**src/rtl/mult_sched_pkg.sv**
```systemverilog
// Shared constants and FSM state type for the multiplier request scheduler.
package mult_sched_pkg;

  localparam int MUL_W        = 32;
  localparam int PROD_W       = 64;
  localparam int NOMINAL_LAT  = 36;
  localparam int WATCHDOG_DEF = 48;

  typedef enum logic [1:0] {
    ST_IDLE  = 2'd0,
    ST_CLEAR = 2'd1,
    ST_WAIT  = 2'd2,
    ST_RESP  = 2'd3
  } state_t;

endpackage

```
**src/rtl/mult_req_scheduler_if.sv**
```systemverilog
// Request/response handshake bundle between client blocks and the scheduler.
interface mult_req_scheduler_if
  import mult_sched_pkg::*;
#(
  parameter int NUM_REQ = 4,
  parameter int ID_W    = 2
);

  logic [NUM_REQ-1:0]       req_valid;
  logic [NUM_REQ-1:0]       req_ready;
  logic [NUM_REQ*MUL_W-1:0] req_a;
  logic [NUM_REQ*MUL_W-1:0] req_b;
  logic                     rsp_valid;
  logic                     rsp_ready;
  logic [ID_W-1:0]          rsp_id;
  logic [PROD_W-1:0]        rsp_data;
  logic                     rsp_err;

  // Client side: issues requests, consumes responses.
  modport master (
    output req_valid, req_a, req_b, rsp_ready,
    input  req_ready, rsp_valid, rsp_id, rsp_data, rsp_err
  );

  // Scheduler side.
  modport slave (
    input  req_valid, req_a, req_b, rsp_ready,
    output req_ready, rsp_valid, rsp_id, rsp_data, rsp_err
  );

endinterface

```
**src/rtl/mult_req_scheduler_rr_arbiter.sv**
```systemverilog
// Round-robin picker: first asserted request at or after ptr, wrapping.
module rr_arbiter #(
  parameter int NUM_REQ = 4,
  parameter int ID_W    = 2
) (
  input  logic [NUM_REQ-1:0] req,
  input  logic [ID_W-1:0]    ptr,
  output logic [NUM_REQ-1:0] gnt,
  output logic [ID_W-1:0]    idx,
  output logic               any
);

  logic [ID_W:0]   pos;
  logic [ID_W-1:0] cand;

  // Scan from the pointer upwards; the first hit wins.
  always_comb begin
    gnt  = '0;
    idx  = '0;
    any  = 1'b0;
    pos  = '0;
    cand = '0;
    for (int unsigned i = 0; i < NUM_REQ; i++) begin
      pos = {1'b0, ptr} + (ID_W+1)'(i);
      if (pos >= (ID_W+1)'(NUM_REQ)) pos = pos - (ID_W+1)'(NUM_REQ);
      cand = pos[ID_W-1:0];
      if (!any && req[cand]) begin
        any       = 1'b1;
        gnt[cand] = 1'b1;
        idx       = cand;
      end
    end
  end

endmodule

```
**src/rtl/mult_req_scheduler.sv**
```systemverilog
// Shares one sequential 32x32 signed multiplier among NUM_REQ requesters.
module mult_req_scheduler
  import mult_sched_pkg::*;
#(
  parameter int NUM_REQ  = 4,
  parameter int ID_W     = 2,
  parameter int WATCHDOG = WATCHDOG_DEF
) (
  input  logic                clk,
  input  logic                reset,
  mult_req_scheduler_if.slave bus,
  output logic [MUL_W-1:0]    mul_in1,
  output logic [MUL_W-1:0]    mul_in2,
  output logic                mul_en,
  output logic                mul_rst,
  input  logic [PROD_W-1:0]   mul_result,
  input  logic                mul_done
);

  localparam int WD_W = (WATCHDOG > 2) ? $clog2(WATCHDOG) : 1;
  localparam logic [WD_W-1:0] WD_LAST = WD_W'(WATCHDOG - 1);

  state_t             state, state_nxt;
  logic [ID_W-1:0]    ptr;
  logic [WD_W-1:0]    wd;
  logic [NUM_REQ-1:0] gnt_oh;
  logic [ID_W-1:0]    gnt_idx;
  logic               gnt_any;
  logic [MUL_W-1:0]   a_sel, b_sel;
  logic               en_nxt, rst_nxt;

  rr_arbiter #(.NUM_REQ(NUM_REQ), .ID_W(ID_W)) u_arb (
    .req (bus.req_valid),
    .ptr (ptr),
    .gnt (gnt_oh),
    .idx (gnt_idx),
    .any (gnt_any)
  );

  // Select the granted requester's operands (grant is one-hot).
  always_comb begin
    a_sel = '0;
    b_sel = '0;
    for (int unsigned i = 0; i < NUM_REQ; i++) begin
      if (gnt_oh[i]) begin
        a_sel = bus.req_a[i*MUL_W +: MUL_W];
        b_sel = bus.req_b[i*MUL_W +: MUL_W];
      end
    end
  end

  // Next state, handshake outputs and next multiplier pin levels.
  // mul_en/mul_rst are registered from the next state so that reset can force
  // mul_rst=1 while the same pins read en=1,rst=1 throughout CLEAR.
  always_comb begin
    state_nxt     = state;
    en_nxt        = 1'b0;
    rst_nxt       = 1'b0;
    bus.req_ready = '0;
    bus.rsp_valid = 1'b0;
    case (state)
      ST_IDLE: begin
        if (gnt_any) begin
          bus.req_ready = gnt_oh;
          state_nxt     = ST_CLEAR;
          en_nxt        = 1'b1;
          rst_nxt       = 1'b1;
        end
      end
      ST_CLEAR: begin
        state_nxt = ST_WAIT;
        en_nxt    = 1'b1;
      end
      ST_WAIT: begin
        if (mul_done || wd == WD_LAST) state_nxt = ST_RESP;
        else                           en_nxt    = 1'b1;
      end
      ST_RESP: begin
        bus.rsp_valid = 1'b1;
        if (bus.rsp_ready) state_nxt = ST_IDLE;
      end
      default: state_nxt = ST_IDLE;
    endcase
  end

  // State register and multiplier control pins.
  always_ff @(posedge clk) begin
    if (!reset) begin
      state   <= ST_IDLE;
      mul_en  <= 1'b0;
      mul_rst <= 1'b1;
    end else begin
      state   <= state_nxt;
      mul_en  <= en_nxt;
      mul_rst <= rst_nxt;
    end
  end

  // Operand capture, round-robin pointer, watchdog and response registers.
  always_ff @(posedge clk) begin
    if (!reset) begin
      ptr          <= '0;
      wd           <= '0;
      mul_in1      <= '0;
      mul_in2      <= '0;
      bus.rsp_id   <= '0;
      bus.rsp_data <= '0;
      bus.rsp_err  <= 1'b0;
    end else begin
      case (state)
        ST_IDLE: begin
          if (gnt_any) begin
            mul_in1    <= a_sel;
            mul_in2    <= b_sel;
            bus.rsp_id <= gnt_idx;
            ptr        <= (gnt_idx == ID_W'(NUM_REQ - 1)) ? '0 : gnt_idx + 1'b1;
          end
        end
        ST_CLEAR: wd <= '0;
        ST_WAIT: begin
          wd <= wd + 1'b1;
          if (mul_done) begin
            bus.rsp_data <= mul_result;
            bus.rsp_err  <= 1'b0;
          end else if (wd == WD_LAST) begin
            bus.rsp_data <= '0;
            bus.rsp_err  <= 1'b1;
          end
        end
        default: ;
      endcase
    end
  end

endmodule
```
**src/flat_wrapper.sv**
```systemverilog
// flat-port wrapper written by rule: the top's interface ports become plain ports
module mult_req_scheduler_flat import mult_sched_pkg::*;
#(
  parameter int NUM_REQ  = 4,
  parameter int ID_W     = 2,
  parameter int WATCHDOG = WATCHDOG_DEF
)
  (clk, reset, mul_in1, mul_in2, mul_en, mul_rst, mul_result, mul_done, bus_req_valid, bus_req_a, bus_req_b, bus_rsp_ready, bus_req_ready, bus_rsp_valid, bus_rsp_id, bus_rsp_data, bus_rsp_err);
  mult_req_scheduler_if #(.NUM_REQ(NUM_REQ), .ID_W(ID_W)) bus_i ();
  input  logic clk;
  input  logic reset;
  output logic [MUL_W-1:0] mul_in1;
  output logic [MUL_W-1:0] mul_in2;
  output logic mul_en;
  output logic mul_rst;
  input  logic [PROD_W-1:0] mul_result;
  input  logic mul_done;
  input wire logic [$bits(bus_i.req_valid)-1:0] bus_req_valid;
  input wire logic [$bits(bus_i.req_a)-1:0] bus_req_a;
  input wire logic [$bits(bus_i.req_b)-1:0] bus_req_b;
  input wire logic [$bits(bus_i.rsp_ready)-1:0] bus_rsp_ready;
  output wire logic [$bits(bus_i.req_ready)-1:0] bus_req_ready;
  output wire logic [$bits(bus_i.rsp_valid)-1:0] bus_rsp_valid;
  output wire logic [$bits(bus_i.rsp_id)-1:0] bus_rsp_id;
  output wire logic [$bits(bus_i.rsp_data)-1:0] bus_rsp_data;
  output wire logic [$bits(bus_i.rsp_err)-1:0] bus_rsp_err;
  assign bus_i.req_valid = bus_req_valid;
  assign bus_i.req_a = bus_req_a;
  assign bus_i.req_b = bus_req_b;
  assign bus_i.rsp_ready = bus_rsp_ready;
  assign bus_req_ready = bus_i.req_ready;
  assign bus_rsp_valid = bus_i.rsp_valid;
  assign bus_rsp_id = bus_i.rsp_id;
  assign bus_rsp_data = bus_i.rsp_data;
  assign bus_rsp_err = bus_i.rsp_err;
  mult_req_scheduler #(.NUM_REQ(NUM_REQ), .ID_W(ID_W), .WATCHDOG(WATCHDOG)) u_core (.clk(clk), .reset(reset), .bus(bus_i), .mul_in1(mul_in1), .mul_in2(mul_in2), .mul_en(mul_en), .mul_rst(mul_rst), .mul_result(mul_result), .mul_done(mul_done));
endmodule
```
**config.mk**
```make
export PLATFORM = sky130hd
export DESIGN_NAME = mult_req_scheduler_flat
export DESIGN_NICKNAME = d
export VERILOG_FILES = /design/src/rtl/mult_sched_pkg.sv /design/src/rtl/mult_req_scheduler_if.sv /design/src/rtl/mult_req_scheduler_rr_arbiter.sv /design/src/rtl/mult_req_scheduler.sv /design/src/flat_wrapper.sv
export SDC_FILE = /design/constraint.sdc
export NUM_CORES = 1
export LEC_CHECK = 0
export BUFFER_PORTS_ARGS = -buffer_cell sky130_fd_sc_hd__buf_4
export CORE_AREA = 10 10 175 177
export DETAILED_ROUTE_END_ITERATION = 16
export DIE_AREA = 0 0 185 187
export SLEW_MARGIN = 20
export SYNTH_ARGS = -nofsm -noshare
export SYNTH_HDL_FRONTEND = slang
export SYNTH_SLANG_ARGS = --single-unit
```
**constraint.sdc**
```tcl
create_clock -name clk -period 8.7 [get_ports clk]
set_input_delay 1.74 -clock clk [delete_from_list [all_inputs] [get_ports clk]]
set_output_delay 1.74 -clock clk [all_outputs]
set_load 0.005 [all_outputs]
```
# Word level (Yosys, flattened, before mapping)
# Cells that the tools add are included.
[word_totals]
out_inout_bits = 138
wordCells = 116
ff_bits = 143
input_bits = 328
[classes]
n_addsub = 9
magnitude_cmp = 12
bitwise_logic = 3
reduce_logical = 17
eq_ne = 8
muxes = 57
[ops]
columns = ["operator", "count"]
rows = [
  ["2-to-1 mux 32 bit", 8],
  ["2-to-1 mux 64 bit", 2],
  ["2-to-1 mux 2 bit", 12],
  ["2-to-1 mux 4 bit", 6],
  ["2-to-1 mux 1 bit", 18],
  ["< comparator 2 x 3 -> 1 bit (second input constant)", 4],
  ["OR 4 bit", 3],
  ["case mux 6 bit (2 select lines)", 1],
  ["greater-or-equal comparator 3 bit (second input constant)", 3],
  ["binary-select mux 1 bit (select 2 bit)", 4],
  ["demux 1 bit (select 2 bit)", 4],
  ["greater-or-equal comparator 2 x 1 -> 1 bit (second input constant)", 4],
  ["case mux 2 bit (4 select lines)", 1],
  ["subtractor 2 x 1 -> 2 bit (second input constant)", 4],
  ["logical AND 1 bit", 7],
  ["adder 2 x 2 -> 3 bit (second input constant)", 2],
  ["adder 6 x 1 -> 6 bit (second input constant)", 1],
  ["== test 2 bit (second input constant)", 3],
  ["== test 6 bit (second input constant)", 1],
  ["inequality test 2 x 1 -> 1 bit (second input constant)", 2],
  ["AND reduction 2 bit", 2],
  ["nonzero test 2 bit", 2],
  ["adder 2 x 1 -> 3 bit (second input constant)", 1],
  ["greater-or-equal comparator 2 x 3 -> 1 bit (second input constant)", 1],
  ["other kinds (8)", 10],
]

# Depth between registers and ports, before layout
[depth]
word_depth = 18
depth_mapped = 12
depth_no_buf = 8

# Hierarchy
# Synthesis repeated with hierarchy kept, for this count alone.
[unflattened]
cells_unflattened = 785
hier_area_um2 = 7499.7
[modules_own_cells]
columns = ["module", "seq_area_each_um2", "cells_each", "instances", "area_each_um2"]
rows = [
  ["mult_req_scheduler", 2862.7, 740, 1, 7080.5],
  ["rr_arbiter", 0.0, 45, 1, 419.2],
]

# Worst setup path before layout
# Ideal clock, no wire load.
[synth_path]
path_type = "in2out"
from = "input port bus_req_valid[0]"
to = "output port bus_req_ready[0]"
t_arrival_ps = 3553
path_stages = 8
n_path_buf = 3
t_required_ps = 6960
slack_ps = 3407
path_cell_list = "buf_6 > mux4_2 > nor2b_1 > a22o_1 > or3b_1 > buf_6 > buf_6 > and2_1"
[synth_via]
elab_chain_len = 14
elab_cells_between_ends = 27
cone_classes = "mux (18); bitwise (3); reduce/logical (6)"
[synth_rtl]
columns = ["element", "line", "source"]
rows = [
  ["start: declaration", "flat_wrapper.sv:18", "input wire logic [$bits(bus_i.req_valid)-1:0] bus_req_valid;"],
  ["binary-select mux 1 bit (select 2 bit)", "mult_req_scheduler_rr_arbiter.sv:27", "if (!any && req[cand]) begin"],
  ["2-to-1 mux 1 bit (implied by the code)", "mult_req_scheduler_rr_arbiter.sv:27", ""],
  ["2-to-1 mux 1 bit", "mult_req_scheduler_rr_arbiter.sv:27", ""],
  ["logical NOT 1 bit", "mult_req_scheduler_rr_arbiter.sv:27", ""],
  ["logical AND 1 bit", "mult_req_scheduler_rr_arbiter.sv:27", ""],
  ["2-to-1 mux 1 bit", "mult_req_scheduler_rr_arbiter.sv:27", ""],
  ["logical NOT 1 bit", "mult_req_scheduler_rr_arbiter.sv:27", ""],
  ["logical AND 1 bit", "mult_req_scheduler_rr_arbiter.sv:27", ""],
  ["2-to-1 mux 1 bit", "mult_req_scheduler_rr_arbiter.sv:27", ""],
  ["logical NOT 1 bit", "mult_req_scheduler_rr_arbiter.sv:27", ""],
  ["logical AND 1 bit", "mult_req_scheduler_rr_arbiter.sv:27", ""],
  ["2-to-1 mux 4 bit or 2-to-1 mux 1 bit (tied branches)", "mult_req_scheduler_rr_arbiter.sv:27", ""],
  ["2-to-1 mux 4 bit *", "mult_req_scheduler.sv:63", "if (gnt_any) begin"],
  ["2-to-1 mux 4 bit *", "mult_req_scheduler.sv:61", "case (state)"],
  ["end: declaration", "flat_wrapper.sv:22", "output wire logic [$bits(bus_i.req_ready)-1:0] bus_req_ready;"],
]
# Mark *: on every way between the ends. The rest lies on a longest branch, timed or not. The select of a mux whose other input is x is not followed.

==> metrics.txt <==
status=finished clean; Slew headroom=22.97%; Global Route Usage Sum=21.57%; # Max-Cap Violations=0; vias in the first global route=8998; post-route ant nets=0; final setup fails=0; Die Ht=187 um; DR vias=8834; Leakage Power=0.004932 uW; CTS tree=done; hold buffer count at cts=0; most frequent cells in the layout=buf_4 (478), dfxtp_1 (143), a22oi_1 (128); clk root buf=clkbuf_16; Crit. End Element=primary output; routed len/inst=24.96 um; Max Used Layer=met5; metal2 WL=18.93 mm; initial antenna violation count=11; crit path DAT=4.23 ns; grt total ovfl=0; Post-CTS Setup Bufs=0; crit path kind=flip-flop to primary output; GP Congestion=0.8356; Num CTS Buffers=17; net count of the mapped netlist=1180; core area=27320 um2; WP data required=6.96 ns; total power draw=3751 uW; fill cell count=2699; Final Hold Fails=0; row count=61; placed instance count=1556; Worst VDD drop=0.2063 mV; worst skew pair latency=0.43 ns; # DRC=0; post-detail-place hpwl=28.68 mm; Synth Register Bits=143; # nets final=1569; CTS max path bufs=2; CTS HTree Levels=4; Max Clk Rate=167.4 MHz; Final Instance Area=12220 um2; EDFF count, synth=0; total wire length=39.89 mm; crit share post-route=68.66%; Area Growth Syn to Fin=53.02%; skew final=0.02051 ns; FFs w/ async S/R, synth=0%; Startpoint Class=flip-flop; dominant synthesized flop cell=dfxtp_1; Die Footprint=34600 um2; Critical R2R Capture=u_core.mul_in1[2]; first-pass GRT wire length=57.74 mm; crit path capture=bus_req_ready[1]; largest net degree at the start of global routing=76; Post-CTS Resized=0; share of cells above drive strength 1=46.22%; Starting DRT DRC Count=685; Post-DP Area=11580 um2; Power Density=307.0 nW/um2; vias per cell=5.528; CP max FO=65; Max Slew Vio Count=0; setup_tns=0 ns; worst min-delay path class=flip-flop to flip-flop; Post-Synthesis Cell Area=7985 um2; mean area per synthesized cell=9.506 um2; unrepaired setup endpoints after global routing=no; Tightest Pin Transition=1.155 ns; FF-to-FF setup slack=3.80 ns; Tmin final=5.974 ns; Synth Instances=840; met1 wire length=15.21 mm; clock sink count=143; commonest non-fill, non-tap cell in the layout=buf_4; Final Instance Count excl. Fillers=1598; IO buf count=465; Ys Warns=0; I/O Pins=466; 1st-pass router iterations=5; clock slew seen by the registers of the worst setup and hold paths=0.08 ns; Starting Density=29.22%; die width=185 um; worst r2r path cells=10; Yosys cell types=52; routed wl met3=4.692 mm; register area share after synthesis=35.85%
==> power by group <==
part	internal, uW	switching (uW)	total (uW)
clock	419	376	795
combinational	878	1210	2090
sequential	782	87.2	869
==> routing by layer <==
metal | GRT usage, % | up-vias
met3 | 9.363 | 41
met1 | 24.43 | 4232
met2 | 34.66 | 435
li1 | - | 4124
met5 | 0 | -
met4 | 8.818 | 2
==> logic make-up after synthesis <==
logic type,Yosys count,share of synthesized area (%)
AOI/OAI and AO/OA,426,44.14
DFF,143,35.85
and+or+nand+nor,129,9.558
buffers and inverters,117,6.534
adders and majority gates,12,1.880
muxes,9,1.598
xor gates and xnor gates,4,0.4388
==> cell usage after synthesis (6+ instances only) <==
cell	n	share of area, %
and2_1	6	0.47
o21ai_0	76	4.8
nand2b_1	6	0.47
a221oi_1	16	1.8
buf_1	9	0.42
inv_1	9	0.42
nand2_1	13	0.61
a221oi_2	49	9.2
o21ai_1	62	3.9
buf_2	24	1.5
ha_1	12	1.9
mux2i_1	6	0.75
a22oi_1	128	12
o2111a_1	64	9.0
clkbuf_1	68	3.2
dfxtp_1	143	36
nor2b_1	69	5.4
nor2_1	14	0.66
buf_6	7	0.99
==> worst max-delay path, cell delays in order (launching register included) <==
cell,delay (ns)
dfxtp_1,0.88
inv_1,0.33
ha_1,0.62
mux4_2,0.66
mux2i_4,0.18
buf_4,0.60
o211ai_1,0.18
and2_1,0.21
buf_4,0.13
==> sequential cells by signal (all words and copies together), names as in the netlist, named ones only <==
signal and flops:
u_core.mul_in1 32, u_core.mul_en 1, u_core.bus.rsp_data 64, u_core.bus.rsp_id 2, u_core.wd 6, u_core.mul_rst 1
u_core.ptr 1, u_core.bus.rsp_err 1, u_core.state 2, u_core.mul_in2 32
==> how the worst min path moves through the flow <==
stage                                  start            endpoint  slack [ns]  cells after the start
after global placement          u_core.wd[5]        u_core.wd[5]        0.47                      2
after CTS                 u_core.mul_in1[13]  u_core.mul_in1[13]        0.50                      2
after floorplan                 u_core.wd[5]        u_core.wd[5]        0.45                      2
after detailed placement  u_core.mul_in1[13]  u_core.mul_in1[13]        0.49                      2
final                     u_core.mul_in2[31]  u_core.mul_in2[31]        0.50                      2
after global routing      u_core.mul_in1[13]  u_core.mul_in1[13]        0.53                      2
==> final cells by class <==
type,instances,area (um2),share of cell area (%)
Clock inverter,15,190.2,1.556
Antenna cell,10,25.02,0.2048
Clock buffer,17,425.4,3.481
Sequential cell,143,2863,23.43
Inverter,9,33.78,0.2765
Timing Repair Buffer,478,3588,29.37
Tap cell,346,432.9,3.543
Multi-Input combinational cell,580,4661,38.14
==> per-stage QoR <==
stage / setup WS (ns) / hold WS, ns / util, %
2_1_floorplan: 3.407 / 0.4542 / -
3_3_place_gp: 2.879 / 0.4668 / 42.38
3_5_place_dp: 2.883 / 0.4869 / 42.38
4_1_cts: 2.708 / 0.5049 / 44.63
5_1_grt: 2.505 / 0.5263 / 44.71
6_report: 2.726 / 0.5000 / 44.72
(Power assumes the default switching activity.)
